<file path="config.mk">
export PLATFORM = sky130hd
export DESIGN_NAME = cpu_ctrl_seq
export DESIGN_NICKNAME = d
export VERILOG_FILES = /design/src/rtl/cpu_pkg.sv /design/src/rtl/cpu_opcode_decoder.sv /design/src/rtl/cpu_ctrl_seq.sv
export SDC_FILE = /design/constraint.sdc
export NUM_CORES = 1
export LEC_CHECK = 0
export ABC_AREA = 0
export CORE_MARGIN = 3
export CORE_UTILIZATION = 39
export DETAILED_ROUTE_END_ITERATION = 12
export PLACE_DENSITY_LB_ADDON = 0.1
export SETUP_SLACK_MARGIN = 0.5
export SYNTH_ARGS = -nofsm -noshare
export SYNTH_HDL_FRONTEND = slang
export SYNTH_SLANG_ARGS = --single-unit
</file>
<file path="constraint.sdc">
create_clock -name clk -period 1.55 [get_ports clk]
set_input_delay 0.31 -clock clk [delete_from_list [all_inputs] [get_ports clk]]
set_output_delay 0.31 -clock clk [all_outputs]
set_load 0.02 [all_outputs]
</file>
<file path="src/rtl/cpu_pkg.sv">
// rtl/cpu_pkg.sv - shared opcodes, state encoding and datapath select codes for the sequencer
package cpu_pkg;

    localparam logic [3:0] OP_NOP = 4'h0;
    localparam logic [3:0] OP_LDA = 4'h1;
    localparam logic [3:0] OP_ADD = 4'h2;
    localparam logic [3:0] OP_SUB = 4'h3;
    localparam logic [3:0] OP_STA = 4'h4;
    localparam logic [3:0] OP_LDI = 4'h5;
    localparam logic [3:0] OP_JMP = 4'h6;
    localparam logic [3:0] OP_JZ  = 4'h7;
    localparam logic [3:0] OP_OUT = 4'h8;
    localparam logic [3:0] OP_HLT = 4'hF;

    localparam logic [2:0] ST_IDLE   = 3'd0;
    localparam logic [2:0] ST_FETCH  = 3'd1;
    localparam logic [2:0] ST_DECODE = 3'd2;
    localparam logic [2:0] ST_MEM    = 3'd3;
    localparam logic [2:0] ST_EXEC   = 3'd4;
    localparam logic [2:0] ST_HALT   = 3'd5;

    localparam logic [1:0] SRC_MEM = 2'd0;
    localparam logic [1:0] SRC_ALU = 2'd1;
    localparam logic [1:0] SRC_IMM = 2'd2;

    localparam logic [1:0] ALU_PASS = 2'd0;
    localparam logic [1:0] ALU_ADD  = 2'd1;
    localparam logic [1:0] ALU_SUB  = 2'd2;

    typedef struct packed {
        logic       is_mem;
        logic       is_wr;
        logic       is_halt;
        logic [1:0] alu_op;
        logic [1:0] acc_src;
    } op_info_t;

endpackage

</file>
<file path="src/rtl/cpu_opcode_decoder.sv">
// rtl/cpu_opcode_decoder.sv - combinational opcode classification for the sequencer
module cpu_opcode_decoder
    import cpu_pkg::*;
(
    input  logic [3:0] opcode,
    output op_info_t   info
);

    always_comb begin
        info = '0;
        case (opcode)
            OP_LDA: begin
                info.is_mem  = 1'b1;
                info.acc_src = SRC_MEM;
            end
            OP_ADD: begin
                info.is_mem  = 1'b1;
                info.acc_src = SRC_ALU;
                info.alu_op  = ALU_ADD;
            end
            OP_SUB: begin
                info.is_mem  = 1'b1;
                info.acc_src = SRC_ALU;
                info.alu_op  = ALU_SUB;
            end
            OP_STA: begin
                info.is_mem = 1'b1;
                info.is_wr  = 1'b1;
            end
            OP_LDI:  info.acc_src = SRC_IMM;
            OP_HLT:  info.is_halt = 1'b1;
            default: ;
        endcase
    end

endmodule

</file>
<file path="src/rtl/cpu_ctrl_seq.sv">
// rtl/cpu_ctrl_seq.sv - multi-cycle FETCH/DECODE/MEM/EXEC sequencer with retired-instruction counter
module cpu_ctrl_seq
    import cpu_pkg::*;
#(
    parameter int CNT_W = 16
) (
    input  logic             clk,
    input  logic             rst_n,
    input  logic             run,
    input  logic [7:0]       instr,
    input  logic             zero_flag,
    input  logic             mem_ready,
    output logic             pc_inc,
    output logic             pc_load,
    output logic             ir_load,
    output logic             addr_sel,
    output logic             mem_rd,
    output logic             mem_wr,
    output logic             acc_load,
    output logic [1:0]       acc_src,
    output logic [1:0]       alu_op,
    output logic             out_load,
    output logic             halted,
    output logic [2:0]       state_dbg,
    output logic [CNT_W-1:0] retired
);

    logic [2:0] state;
    logic [2:0] state_next;
    logic       fetch_busy;
    logic       retire;
    op_info_t   info;
    logic       unused_operand;

    assign unused_operand = ^instr[3:0];
    assign state_dbg      = state;

    cpu_opcode_decoder u_decoder (
        .opcode (instr[7:4]),
        .info   (info)
    );

    always_comb begin
        state_next = state;
        retire     = 1'b0;
        pc_inc     = 1'b0;
        pc_load    = 1'b0;
        ir_load    = 1'b0;
        addr_sel   = 1'b0;
        mem_rd     = 1'b0;
        mem_wr     = 1'b0;
        acc_load   = 1'b0;
        acc_src    = SRC_MEM;
        alu_op     = ALU_PASS;
        out_load   = 1'b0;
        halted     = 1'b0;
        case (state)
            ST_IDLE: if (run) state_next = ST_FETCH;
            ST_FETCH: begin
                // run only matters on entry; a fetch already waiting on memory is finished
                if (fetch_busy || run) begin
                    mem_rd = 1'b1;
                    if (mem_ready) begin
                        ir_load    = 1'b1;
                        pc_inc     = 1'b1;
                        state_next = ST_DECODE;
                    end
                end else begin
                    state_next = ST_IDLE;
                end
            end
            ST_DECODE: begin
                if (info.is_halt) begin
                    state_next = ST_HALT;
                    retire     = 1'b1;
                end else if (info.is_mem) begin
                    state_next = ST_MEM;
                end else begin
                    state_next = ST_EXEC;
                end
            end
            ST_MEM: begin
                addr_sel = 1'b1;
                mem_wr   = info.is_wr;
                mem_rd   = ~info.is_wr;
                if (mem_ready) begin
                    state_next = ST_FETCH;
                    retire     = 1'b1;
                    if (!info.is_wr) begin
                        acc_load = 1'b1;
                        acc_src  = info.acc_src;
                        alu_op   = info.alu_op;
                    end
                end
            end
            ST_EXEC: begin
                state_next = ST_FETCH;
                retire     = 1'b1;
                case (instr[7:4])
                    OP_LDI: begin
                        acc_load = 1'b1;
                        acc_src  = SRC_IMM;
                    end
                    OP_JMP:  pc_load  = 1'b1;
                    OP_JZ:   pc_load  = zero_flag;
                    OP_OUT:  out_load = 1'b1;
                    default: ;
                endcase
            end
            ST_HALT: halted = 1'b1;
            default: state_next = ST_IDLE;
        endcase
    end

    always_ff @(posedge clk or negedge rst_n) begin
        if (!rst_n) begin
            state      <= ST_IDLE;
            fetch_busy <= 1'b0;
            retired    <= '0;
        end else begin
            state      <= state_next;
            fetch_busy <= (state == ST_FETCH) && mem_rd && !mem_ready;
            if (retire) retired <= retired + CNT_W'(1);
        end
    end

endmodule

</file>
==> results.sh, run 1 <==
export IMPL_place_congestion=0.771
export IMPL_slew_violations=0
export IMPL_synth_most_common_cell="dfrtp_1"
export IMPL_sequentialPowerShare_pct=28.5
export IMPL_avgSynthCellArea_um2=10.3
export IMPL_p_leak_uw=0.00103
export IMPL_yosysTopAreaCell="dfrtp_1"
export IMPL_ys_warn_count=0
export IMPL_rows=19
export IMPL_worstPathArrival_ns=1.53
export IMPL_required_ns=1.24
export IMPL_dp_cells=202
export IMPL_antenna_found_initial=0
export IMPL_start_util_pct=41.8
export IMPL_tritoncts="done"
export IMPL_track_usage_pct=19.7
export IMPL_min_period_ns=1.84
export IMPL_layout_drive_gt1_share_pct=59.8
export IMPL_cell_internal_pwr_uw=1590
export IMPL_syn_to_final_growth_pct=82.0
export IMPL_cts_buffers_inserted=3
export IMPL_synth_edf_count=0
export IMPL_yosys_area_top_type_share_pct=42.3
export IMPL_ctsHoldBuffers=0
export IMPL_p_clk_share_pct=10.2
export IMPL_drtIter0Drc=88
export IMPL_finalSetupViolCount=29
export IMPL_violations="negative setup slack"
export IMPL_synthCells=115
export IMPL_drc=0
export IMPL_drt_vias_per_instance=5.30
export IMPL_hold_class="in -> async"
export IMPL_ir_drop_v=0.000885
export IMPL_synth_area_leaders="dfrtp_1 42%, xnor2_1 10%, and3_1 4.2%"
export IMPL_routed_wirelength_um=3480
export IMPL_syn_nets=129
export IMPL_async_flop_share_pct=100
export IMPL_grt_max_degree=21
export IMPL_grt_overflow_total=0
export IMPL_wl_per_cell_um=15.1
export IMPL_p_sw_share_pct=37.8
export IMPL_synthDistinctLibCells=36
export IMPL_synth_flop_cell="dfrtp_1"
export IMPL_synthesis_area_mm2=0.00118
export IMPL_portBuffers=40
export IMPL_worstPathCellList="and4b_4 -> and3_4 -> and2_4 -> buf_6"
export IMPL_drv_cap=0
export IMPL_clkTransAtPathRegs_ns=0.11
export IMPL_startpoint_type="flip-flop"
export IMPL_crit_slowest_cell="dfrtp_2"
export IMPL_ioPinCount=45
export IMPL_num_antenna_cells=0
export IMPL_final_hold_viol_count=0
export IMPL_powerDensity_mw_per_mm2=1180
export IMPL_ff2ff_path_depth=6
export IMPL_cts_sinks=20
export IMPL_tightest_slew_ns=0.335
export IMPL_fin_ws_ns=-0.287
export IMPL_worstSetupPathType="reg -> out"
export IMPL_ant_nets=0
export IMPL_fmax_ghz=0.544
export IMPL_finalCritPeriodShare_pct=119
export IMPL_combPwrFrac_pct=61.3
export IMPL_clk_latency_ns=0.30
export IMPL_switchingPower_uw=964
export IMPL_end_kind="output pin"
export IMPL_core_mm2=0.00283
export IMPL_dr_pass1_iters=4
export IMPL_die_h_um=61.1
export IMPL_dp_hpwl_um=2280
export IMPL_rsz0062_at_grt="true"
export IMPL_skew_ns=0.00584
export IMPL_clk_path_buf_depth=2
export IMPL_cp_max_fo=4
export IMPL_finalNonFillerCells=230
export IMPL_via_count=1220
export IMPL_grt_pass1_wl_um=5520
export IMPL_yosys_register_bits=20
export IMPL_dp_slack_ns=-0.797
export IMPL_cts_root_buffer="clkbuf_4"
export IMPL_seq_area_frac_synth_pct=42.3
export IMPL_yosys_top_cells_count="20 x dfrtp_1, 14 x xnor2_1, 8 x and3_1"
export IMPL_status="finished with violations"
export IMPL_slowest_delay_ns=0.44
export IMPL_slew_headroom_pct=77.6
export IMPL_dieWidth_um=61.1
export IMPL_layout_nets=214
export IMPL_fp_dieArea_mm2=0.00373
export IMPL_htree_levels=1
export IMPL_grt_pass1_vias=1214
==> cells in the final DEF, fill, tap and decap left out, drive strengths merged, types with 2 or more instances in the layout <==
master | synthesis | layout
and4 | 5 | 5
nor3b | 2 | 2
and2 | 7 | 7
and3 | 8 | 8
nor2 | 3 | 3
a21oi | 6 | 6
nand4 | 7 | 7
nor3 | 3 | 3
nor2b | 2 | 2
buf | 5 | 76
inv | 2 | 2
dlygate4sd2 | 0 | 3
clkdlybuf4s50 | 0 | 3
nand2b | 4 | 4
xnor2 | 14 | 14
mux2 | 3 | 3
nand3 | 6 | 6
and4b | 2 | 2
a311o | 1 | 2
clkbuf | 0 | 4
clkdlybuf4s15 | 0 | 2
nand2 | 4 | 4
dfrtp | 20 | 20
==> power groups by stage <==
stage | sequential (uW) | clock (uW) | combinational (uW)
after floorplan | 817 | 0 | 610
after global placement | 733 | 0 | 1170
after detailed placement | 733 | 0 | 1190
after CTS | 729 | 267 | 1410
after global routing | 747 | 287 | 1670
final | 728 | 260 | 1560
==> critical path, delay by kind of cell, from the launching register on <==
family	cells	cell delay, ns
buffers and inverters	1	0.11
and+or+nand+nor	3	0.69
DFF	1	0.44
==> flip-flops by register name, indices dropped and copies added (netlist names) <==
register    flops
retired        16
state_dbg       3
fetch_busy      1
==> per-layer routing <==
metal  global-route usage, %  wire length (um)  vias to the layer above
li1                        -                 -                      591
met5                       0                 0                        -
met1                    24.6              1430                      593
met3                    4.40               138                        6
met2                    33.8              1860                       30
met4                    5.88                57                        0
==> repair_timing <==
item                       in CTS  in global routing
setup endpoints to repair      52                 52
pin swaps                       7                 12
gates cloned                    0                  1
resized for setup             211                 13
setup buffers                  15                  8
==> cell families (layout without fill, tap and decap cells) <==
group | count (synthesis) | in the layout | share of synthesized area, %
flip-flops | 20 | 20 | 42.3
AND/OR/NAND/NOR | 55 | 55 | 30.5
multiplexers | 3 | 3 | 2.86
XOR/XNOR | 15 | 15 | 11.1
AO/OA/AOI/OAI | 14 | 15 | 8.78
buffers and inverters | 7 | 90 | 3.39
adder cells (fa/ha/maj) | 1 | 1 | 1.06
==> stage by stage <==
| stage | total power, uW | area [um^2] | TNS [ns] | hold slack, ns | util (%) |
|---|---|---|---|---|---|
| 4_1_cts | 2400 | 2040 | -4.77 | 0.339 | 72.0 |
| 3_3_place_gp | 1900 | 1820 | -14.99 | 0.460 | 64.2 |
| 5_1_grt | 2710 | 2150 | -7.73 | 0.346 | 76.1 |
| 2_1_floorplan | 1430 | 1260 | -0.117 | 0.0144 | - |
| 6_report | 2550 | 2150 | -5.56 | 0.334 | 76.1 |
| 3_5_place_dp | 1920 | 1820 | -15.88 | 0.467 | 64.2 |
==> final timing paths <==
| kind | start | slack (ns) | end |
|---|---|---|---|
| max in group asynchronous | rst_n | 0.98 | retired[4] |
| worst max-delay path | state_dbg[2] | -0.29 | alu_op[1] |
| worst min-delay path | rst_n | 0.33 | fetch_busy |
| worst min register to register | retired[4] | 0.53 | retired[4] |
| worst max register to register | state_dbg[2] | -0.23 | retired[1] |
| min in group clk | retired[4] | 0.53 | retired[4] |
==> layout make-up <==
| class | count | area [um^2] |
|---|---|---|
| Timing Repair Buffer | 84 | 796 |
| Multi-Input combinational cell | 89 | 778 |
| Fill cell | 222 | 677 |
| Sequential cell | 20 | 505 |
| Tap cell | 31 | 38.8 |
| Clock buffer | 4 | 26.3 |
| Inverter | 2 | 7.51 |
Power figures use the tool's default switching activity.
==> inputs of run 2 (changes only) <==
--- a/config.mk
+++ b/config.mk
@@ -9,6 +9,7 @@
 export CORE_MARGIN = 3
 export CORE_UTILIZATION = 39
 export DETAILED_ROUTE_END_ITERATION = 12
+export HOLD_SLACK_MARGIN = 0.15
 export PLACE_DENSITY_LB_ADDON = 0.1
 export SETUP_SLACK_MARGIN = 0.5
 export SYNTH_ARGS = -nofsm -noshare
==> results of run 2 <==
Same layout as run 1: the final DEF is identical, and so are final timing and power.
==> inputs of run 3 (changes only) <==
--- a/config.mk
+++ b/config.mk
@@ -7,7 +7,7 @@
 export LEC_CHECK = 0
 export ABC_AREA = 0
 export CORE_MARGIN = 3
-export CORE_UTILIZATION = 39
+export CORE_UTILIZATION = 47
 export DETAILED_ROUTE_END_ITERATION = 12
 export HOLD_SLACK_MARGIN = 0.15
 export PLACE_DENSITY_LB_ADDON = 0.1
==> constraint.sdc (replaced) <==
create_clock -name clk -period 2.24 [get_ports clk]
set_input_delay 0.448 -clock clk [delete_from_list [all_inputs] [get_ports clk]]
set_output_delay 0.448 -clock clk [all_outputs]
set_load 0.02 [all_outputs]
==> results.sh, run 3 (same netlist as run 1, synthesis figures left out) <==
export IMPL_largest_reg_flops=16
export IMPL_place_congestion=0.808
export IMPL_hold_class="in -> async"
export IMPL_core_mm2=0.00230
export IMPL_rsz0062_at_grt="true"
export IMPL_powerDensity_mw_per_mm2=893
export IMPL_num_antenna_cells=0
export IMPL_layout_drive_gt1_share_pct=39.2
export IMPL_ant_nets=0
export IMPL_track_usage_pct=21.2
export IMPL_grt_overflow_total=0
export IMPL_grt_max_degree=14
export IMPL_p_leak_uw=0.000969
export IMPL_drv_cap=0
export IMPL_ioPinCount=45
export IMPL_cp_max_fo=5
export IMPL_slew_headroom_pct=71.3
export IMPL_drc=0
export IMPL_clk_path_buf_depth=2
export IMPL_portBuffers=40
export IMPL_rows=17
export IMPL_tritoncts="done"
export IMPL_clk_latency_ns=0.30
export IMPL_cts_sinks=20
export IMPL_dp_hpwl_um=2030
export IMPL_dieWidth_um=56.2
export IMPL_cts_root_buffer="clkbuf_4"
export IMPL_fp_dieArea_mm2=0.00315
export IMPL_slew_violations=0
export IMPL_worstSetupPathType="reg -> out"
export IMPL_syn_to_final_growth_pct=62.8
export IMPL_finalSetupViolCount=0
export IMPL_fin_ws_ns=0.241
export IMPL_ir_drop_v=0.000854
export IMPL_fillers=159
export IMPL_ctsHoldBuffers=0
export IMPL_required_ns=1.79
export IMPL_status="finished clean"
export IMPL_final_hold_viol_count=0
export IMPL_final_cell_mix="23 x dlygate4sd2_1, 21 x buf_4, 17 x dfrtp_1, 17 x buf_6, 14 x xnor2_1"
export IMPL_r2r_slack_ns=0.31
export IMPL_skew_ns=0.00350
export IMPL_hold_ws_ns=0.434
export IMPL_startpoint_type="flip-flop"
export IMPL_end_kind="output pin"
export IMPL_worstPathArrival_ns=1.55
export IMPL_wl_per_cell_um=16.1
export IMPL_antenna_found_initial=0
export IMPL_final_common_cell="dlygate4sd2_1"
export IMPL_finalCritPeriodShare_pct=89.3
export IMPL_start_util_pct=51.5
export IMPL_clkTransAtPathRegs_ns=0.12
export IMPL_drt_vias_per_instance=5.69
export IMPL_fmax_ghz=0.500
export IMPL_drtIter0Drc=44
export IMPL_via_count=1190
export IMPL_cts_buffers_inserted=3
export IMPL_grt_pass1_wl_um=5380
export IMPL_grt_pass1_vias=1135
export IMPL_layout_nets=196
export IMPL_htree_levels=1
export IMPL_die_h_um=56.2
export IMPL_routed_wirelength_um=3360
export IMPL_tightest_slew_ns=0.430
export IMPL_dp_slack_ns=-0.408
export IMPL_dr_pass1_iters=4
export IMPL_min_period_ns=2.00
export IMPL_top_register="retired"
-- run 3: cell count changes in the layout (fill, tap and decap cells not counted), sizes merged --
cell and delta:
a311o -1, buf -36, bufinv +1, clkdlybuf4s15 -1, clkdlybuf4s50 -1, dlygate4sd2 +20
-- run 3: worst max-delay path: stages, from the launching register on --
cell and delay, ns:
dfrtp_2 0.46, and4b_4 0.35, and3_4 0.19, and2_4 0.14
buf_6 0.11
-- run 3: final timing paths --
path | start | to | depth (start not counted)
setup / recovery | state_dbg[2] | alu_op[0] | 4
hold / removal | rst_n | retired[5] | 1
setup reg to reg | state_dbg[2] | retired[1] | 6
hold reg to reg | retired[15] | retired[15] | 1
max in group asynchronous | rst_n | retired[10] | 2
min in group clk | retired[15] | retired[15] | 1
-- run 3: metal layers --
metal,vias up,wire length (um),global-route usage [%]
li1,551,-,-
met5,-,0,0
met4,0,42,4.07
met3,8,216,6.50
met1,585,1500,27.9
met2,46,1600,34.4
-- run 3: where the power goes --
part	switching (uW)	internal [uW]	leakage (uW)	total, uW
clock	115	181	0.0000279	296
sequential	96.2	427	0.000266	523
combinational	423	475	0.000676	898
-- run 3: per-stage QoR --
| stage | area [um^2] | std cells | power (uW) | utilization (%) | setup TNS, ns |
|---|---|---|---|---|---|
| finish | 1920 | 209 | 1720 | 83.8 | 0 |
| global route | 1920 | 209 | 1810 | 83.8 | 0 |
| CTS | 1890 | 207 | 1640 | 82.1 | 0 |
| detailed placement | 1690 | 190 | 1180 | 73.4 | -2.66 |
| global placement | 1690 | 190 | 1160 | 73.4 | -2.55 |
| floorplan | 1200 | 115 | 909 | - | 0 |
-- run 3: what timing repair did --
item | 4_1_cts | 5_1_grt
gates resized for setup | 118 | 10
setup buffers | 13 | 2
hold endpoints to repair | 0 | 0
endpoints found under the setup margin | 48 | 30
pin swaps | 7 | 2
-- run 3: area by class of cell --
type | count | area, um^2 | share of cell area [%]
clock buffers | 3 | 22.5 | 1.17
clock inverters | 1 | 30.0 | 1.56
inverters | 2 | 7.51 | 0.390
multi-input cells | 88 | 714 | 37.1
flip-flops and latches | 20 | 504 | 26.2
well taps | 28 | 35.0 | 1.82
repair buffers | 67 | 611 | 31.7
